$ cat config.mk
export PLATFORM = sky130hd
export DESIGN_NAME = fetch_sequencer
export DESIGN_NICKNAME = d
export VERILOG_FILES = /design/src/rtl/fetch_sequencer.sv
export SDC_FILE = /design/constraint.sdc
export NUM_CORES = 1
export LEC_CHECK = 0
export CAP_MARGIN = 20
export CORE_UTILIZATION = 30
export CTS_BUF_LIST = sky130_fd_sc_hd__clkbuf_8
export DETAILED_ROUTE_END_ITERATION = 10
export GPL_TIMING_DRIVEN = 0
export RECOVER_POWER = 25
export SYNTH_ARGS = -nofsm -noshare
export SYNTH_HDL_FRONTEND = slang
export SYNTH_SLANG_ARGS = --single-unit
$ cat constraint.sdc
create_clock -name clk -period 3.8 [get_ports clk]
set_input_delay 0.76 -clock clk [delete_from_list [all_inputs] [get_ports clk]]
set_output_delay 0.76 -clock clk [all_outputs]
set_load 0.05 [all_outputs]
$ cat src/rtl/fetch_sequencer.sv
// ---------------------------------------------------------------------------
// fetch_sequencer
//
// Purpose:
//   Instruction-fetch controller. It is the only driver of the instruction
//   memory address. It steps the 8-bit program counter through a 256 x 16-bit
//   combinational instruction memory.
//
//   Fetched words go to decode over a valid/ready handshake. Decode can
//   redirect the PC with a jump. A halt opcode stops fetching until the next
//   start pulse.
//
// Ports:
//   clk          in   1   system clock, rising edge
//   rst          in   1   asynchronous active-high reset
//   start        in   1   one-cycle pulse, begins fetching from IDLE or HALT
//   mem_addr     out  8   instruction memory address (always the current pc)
//   mem_instr    in  16   instruction memory read data (combinational)
//   instr_out    out 16   registered instruction presented to decode
//   instr_valid  out  1   instr_out holds a valid instruction
//   instr_ready  in   1   decode accepts instr_out this cycle
//   jump_valid   in   1   redirect request from decode
//   jump_target  in   8   redirect address
//   busy         out  1   fetching or issuing
//   halted       out  1   stopped on a halt opcode
// ---------------------------------------------------------------------------
module fetch_sequencer #(
    parameter logic [7:0]  RESET_ADDR  = 8'd0,
    parameter logic [3:0]  HALT_OPCODE = 4'b1110,
    parameter logic [15:0] NOP_WORD    = 16'hF000
) (
    input  logic        clk,
    input  logic        rst,
    input  logic        start,
    output logic [7:0]  mem_addr,
    input  logic [15:0] mem_instr,
    output logic [15:0] instr_out,
    output logic        instr_valid,
    input  logic        instr_ready,
    input  logic        jump_valid,
    input  logic [7:0]  jump_target,
    output logic        busy,
    output logic        halted
);

    typedef enum logic [1:0] {
        IDLE  = 2'd0,
        FETCH = 2'd1,
        ISSUE = 2'd2,
        HALT  = 2'd3
    } state_t;

    state_t      state_q, state_d;
    logic [7:0]  pc_q, pc_d;
    logic [15:0] instr_q, instr_d;
    logic        valid_q, valid_d;

    logic        accept;
    logic        is_halt_word;

    assign accept       = valid_q & instr_ready;
    assign is_halt_word = (instr_q[15:12] == HALT_OPCODE);

    // Next-state logic. Every register holds its value unless a transition
    // below overrides it. That makes the ISSUE stall case (ready low) fall
    // out of the defaults.
    always_comb begin
        state_d = state_q;
        pc_d    = pc_q;
        instr_d = instr_q;
        valid_d = valid_q;

        case (state_q)
            IDLE: begin
                if (start) begin
                    state_d = FETCH;
                end
            end

            FETCH: begin
                if (jump_valid) begin
                    pc_d = jump_target;
                end else begin
                    instr_d = mem_instr;
                    valid_d = 1'b1;
                    pc_d    = pc_q + 8'd1;
                    state_d = ISSUE;
                end
            end

            ISSUE: begin
                if (jump_valid) begin
                    // The presented word is on the wrong path. Drop it even
                    // if decode is accepting it in this same cycle.
                    valid_d = 1'b0;
                    instr_d = NOP_WORD;
                    pc_d    = jump_target;
                    state_d = FETCH;
                end else if (accept && is_halt_word) begin
                    // pc already points past the halt word, so a later
                    // start resumes with the following instruction.
                    valid_d = 1'b0;
                    instr_d = NOP_WORD;
                    state_d = HALT;
                end else if (accept) begin
                    instr_d = mem_instr;
                    pc_d    = pc_q + 8'd1;
                end
            end

            HALT: begin
                if (start) begin
                    state_d = FETCH;
                end
            end

            default: begin
                state_d = IDLE;
            end
        endcase
    end

    always_ff @(posedge clk or posedge rst) begin
        if (rst) begin
            state_q <= IDLE;
            pc_q    <= RESET_ADDR;
            instr_q <= NOP_WORD;
            valid_q <= 1'b0;
        end else begin
            state_q <= state_d;
            pc_q    <= pc_d;
            instr_q <= instr_d;
            valid_q <= valid_d;
        end
    end

    assign mem_addr    = pc_q;
    assign instr_out   = instr_q;
    assign instr_valid = valid_q;
    assign busy        = (state_q == FETCH) || (state_q == ISSUE);
    assign halted      = (state_q == HALT);

endmodule

Word level (Yosys, flattened, before mapping)
Index checks and enable logic that the tools add are counted.
{"block": "word_totals", "in_bits": 29, "reg_bits": 27, "word_cells": 44}
{"block": "op_classes", "addsub": 1, "n_mux": 19, "reduce_logical": 9, "bitwise_logic": 1, "n_eq_ne": 10}
{"operator": "$mux 16", "count": 4}
{"operator": "$mux 8", "count": 4}
{"operator": "$pmux 16 s2", "count": 1}
{"operator": "$pmux 8 s2", "count": 1}
{"operator": "$reduce_and 3->1", "count": 4}
{"operator": "$ne 3x3->1 const B", "count": 3}
{"operator": "$add 8x1->8 const B", "count": 1}
{"operator": "$mux 2", "count": 4}
{"operator": "$pmux 2 s3", "count": 1}
{"operator": "$eq 2x2->1 const B", "count": 2}
{"operator": "$eq 4x4->1 const B", "count": 1}
{"operator": "$ne 4x4->1 const B", "count": 1}
{"operator": "$mux 1", "count": 3}
{"operator": "$eq 2x1->1 const B", "count": 1}
{"operator": "$logic_not 2->1", "count": 1}
{"operator": "$ne 2x1->1 const B", "count": 1}
{"operator": "$ne 2x2->1 const B", "count": 1}
{"operator": "$pmux 1 s2", "count": 1}
{"operator": "$reduce_bool 2->1", "count": 1}
{"operator": "$reduce_or 2->1", "count": 1}
{"operator": "$and 1x1->1", "count": 1}
{"operator": "$logic_and 1x1->1", "count": 1}
{"operator": "$logic_or 1x1->1", "count": 1}

Logic depth before layout (Yosys ltp)
Gate-level depths: netlist of run 1.
{"block": "depth", "depth_word": 5, "mapped_depth": 8, "depth_no_buf": 6}

Worst setup path after synthesis of run 1
OpenSTA, ideal clock, no wires.
{"block": "synth_timing", "kind": "reg-to-reg", "start": "register state_q[0]", "end": "register instr_q[0] (netlist: instr_out[0])", "setup_time_ps": 121, "setup_slack_ps": 1808, "stages_incl_launch_ff": 8, "t_required_ps": 3679, "path_buffers": 1, "arrival_time_ps": 1870, "synth_period_minus_slack_ps": 1992, "cell_sequence": "dfrtp_1 > inv_1 > ha_1 > inv_1 > nand2_1 > a21o_1 > clkbuf_1 > a22o_2"}
{"block": "synth_via", "elab_chain_cells": 3}
{"element": "start: declaration", "line_no": "53", "rtl": "state_t state_q, state_d;"}
{"element": "start signal: assignment", "line_no": "130", "rtl": "state_q <= state_d;"}
{"element": "$eq 2x2->1 / $eq 2x1->1 (equally long branches)", "line_no": "73", "rtl": "case (state_q)"}
{"element": "$ne 4x4->1 (no source line) (tied with other cells)"}
{"element": "$reduce_and 3->1 (no source line)"}
{"element": "end signal: assignment", "line_no": "132", "rtl": "instr_q <= instr_d;"}
{"element": "end: declaration", "line_no": "55", "rtl": "logic [15:0] instr_q, instr_d;"}
Parallel ways exist; a longest one is shown, timed or not.
A chain may end at the register's enable or synchronous reset.

Worst setup path after layout of run 1
{"block": "layout_timing", "start": "register state_q[0]", "end": "output port busy"}
{"block": "layout_via", "elab_chain_cells": 2}
{"element": "$eq 2x1->1 / $eq 2x2->1 (equally long branches)", "line_no": "140", "rtl": "assign busy = (state_q == FETCH) || (state_q == ISSUE);"}
{"element": "$logic_or 1x1->1 (*)", "line_no": "140"}
{"element": "end: declaration", "line_no": "42", "rtl": "output logic busy,"}
Every way passes the cells marked *; elsewhere a longest branch is shown, timed or not.

==> reports/results.ini, run 1 <==
[setup_path]
cp_max_fo = 5
crit_slowest_cell = clkdlybuf4s50_1
endpoint_kind = output pin
rr_worst_depth = 7
r2r_slack_ns = 1.87
crit_path_cell_trace = inv_1 > ha_1 > inv_1 > clkdlybuf4s50_1
crit_path_frequent_cell = inv_1
cp.required_ns = 3.04
slowest_delay_ns = 0.84
critical_path_class = register to output pin
cp.arrival_ns = 2.09
critPathLaunchType = register
r2r-start = state_q[0]
reg2reg_to = instr_out[3]
startpoint = state_q[0]

[synthesis]
synth_top_area_cell = dfrtp_1
yosysSeqAreaShare_pct = 47.47
syn_nets = 170
synth.top_cell.area_share_pct = 40.14
syn-cell-area_sq_um = 1434
yosysWarningCount = 0
synth_seq_cells = 27
synthTopCellsByArea = dfrtp_1 (40%), dfstp_2 (7.3%), a22o_2 (7.0%)
syn_inst = 136
avgSynthCellArea_sq_um = 10.54
synth_most_common_cell = dfrtp_1
synth-edff-count = 0
synthArstFlopShare_pct = 100.0
synth_ff_type = dfrtp_1
yosys.cell_types.count = 41
synth_commonest_cells = dfrtp_1 (23), a22o_2 (10), nand2_1 (10), o21ai_0 (9), inv_1 (8)

[cts]
clk_pin_slew_worst_paths_ns = 0.10
cts-root-buf = clkbuf_8
cts_sinks = 27
clock_latency_ns = 0.27
ctsHoldBuffers = 0
cts_buffers = 3
cts_tree = done
cts_resized = 0
cts_buffer_depth = 2
post_cts_buffers = 0
h-tree-depth = 1

[global_routing]
grt_overflow_total = 0
antenna_found_initial = 0
grt_max_degree = 28
grt_pass1_wl_um = 6444
track_usage_pct = 15.91
grt_pass1_vias = 1352

[route]
firstDrtPassIters = 10
finalWirelength_um = 3803
vias_per_cell = 5.286
vias = 1311
drt_iter0_drc = 53
drc_errors = 3
routedWlPerCell_um = 15.33
antenna_left = 0

[finish]
filler_cell_count = 401
final_nets = 231
antenna_cells_inserted = 0
drive_gt1_share_pct = 14.29
area_delta_synth_final_pct = 46.42

[placement]
hpwlAfterDp_um = 2785
port_buffers = 55
gp_congestion = 0.7660

[sta]
fin_tns_setup_ns = 0
slew_headroom_pct = 23.91
fin_skew_ns = 0.003540
worst_slew_pin_slew_ns = 1.141
max_freq_ghz = 0.3506
hold_viol = 0
rsz0062_at_grt = no
fin_crit_sh_pct = 75.06
finalSetupViolCount = 0
finalMaxSlewViolations = 0
finalCriticalPeriod_ns = 2.852

[floorplanning]
die_y_um = 71.14
pin_count = 56
die_w_um = 71.14
die-area_sq_um = 5060
start_util_pct = 32.05
core_area_sq_um = 4474
placementRows = 24

[worst_hold_path]
whs_endpoint = instr_out[2]
min-delay-start = instr_out[2]
hold_class = register to register
whs_path_depth = 1

[run]
cap_violations = 0

[run_status]
status = finished with violations
violations = DRC

-- area by class of cell --
class	instances	area, sq um	area share, %
clock inverter	1	5.005	0.2384
sequential	27	680.7	32.42
clock buffer	3	41.29	1.967
multi-input combinational	94	669.4	31.88
timing repair buffer	56	554.3	26.40
inverter	8	30.03	1.430
buffer	7	53.80	2.563
tap	52	65.06	3.099
-- sequential cells by signal, indices dropped and copies added (netlist names) --
register	count
instr_out	16
mem_addr	8
instr_valid	1
state_q	2
-- critical path, delay by kind of cell, from the launching register on --
kind,cells,cell delay [ns]
buffers and inverters,3,1.04
flip-flops,1,0.43
adder cells (fa/ha/maj),1,0.35
-- per-layer routing --
layer | up-vias | routed length, um | global-route usage, %
li1 | 624 | - | -
met1 | 653 | 1737 | 20.73
met2 | 32 | 1884 | 27.88
met3 | 2 | 168 | 2.991
met4 | 0 | 12 | 2.667
met5 | - | 0 | 0
-- logic make-up (layout without fill, tap and decap cells) --
family,after synthesis,after routing,share of synthesized area (%)
flops,27,27,47.47
fa+ha+maj,5,5,4.363
compound gates,53,53,28.36
simple gates,34,34,12.57
buf+inv,15,75,5.846
mux,2,2,1.396
-- how the worst max path moves through the flow --
stage,slack (ns),depth (start not counted),endpoint
final,0.95,4,busy
after CTS,0.94,4,busy
after floorplan,1.81,7,instr_out[0]
after detailed placement,1.26,4,busy
after global placement,1.31,4,busy
after global routing,0.84,4,busy
-- layout by cell type, fill, tap and decap left out, drive strengths merged, types with 2 or more instances in the layout --
| cell type | n |
|---|---|
| nor2 | 7 |
| or2 | 2 |
| mux2i | 2 |
| nor2b | 2 |
| a31oi | 2 |
| buf | 5 |
| clkbuf | 6 |
| dfrtp | 23 |
| a21oi | 7 |
| clkdlybuf4s50 | 54 |
| ha | 5 |
| a22o | 16 |
| a211oi | 3 |
| nand3b | 2 |
| inv | 8 |
| a21o | 2 |
| o22a | 4 |
| dfstp | 4 |
| o21ai | 11 |
| o22ai | 2 |
| and4 | 2 |
| nand3 | 4 |
| nand2 | 10 |
-- stage by stage --
step / cells / instance area, sq um / setup slack, ns / hold slack [ns] / util (%)
floorplan: 136 / 1434 / 1.808 / 0.5401 / -
global placement: 243 / 2049 / 1.310 / 0.4840 / 45.81
detailed placement: 243 / 2049 / 1.260 / 0.4841 / 45.81
CTS: 247 / 2096 / 0.9391 / 0.5161 / 46.84
global route: 248 / 2100 / 0.8377 / 0.5263 / 46.92
finish: 248 / 2100 / 0.9476 / 0.5087 / 46.92
Power of run 1 is left out: the tool's default activity adds up to more than one toggle a clock period on the data nets, which glitch-free logic cannot reach.
==> run 2, diff against run 1 <==
clock period = 2.8 ns   (was 3.8 ns; I/O delays follow)
==> results of run 2 <==
The final DEF is identical to that of run 1. Status: finished with violations: DRC.
Among the figures that moved: setup slack after placement 1.260 ns -> 0.4596 ns; setup slack after layout 0.9476 ns -> 0.1476 ns; register-to-register setup slack 1.87 ns -> 0.87 ns
Power of run 2 is left out for the same reason.
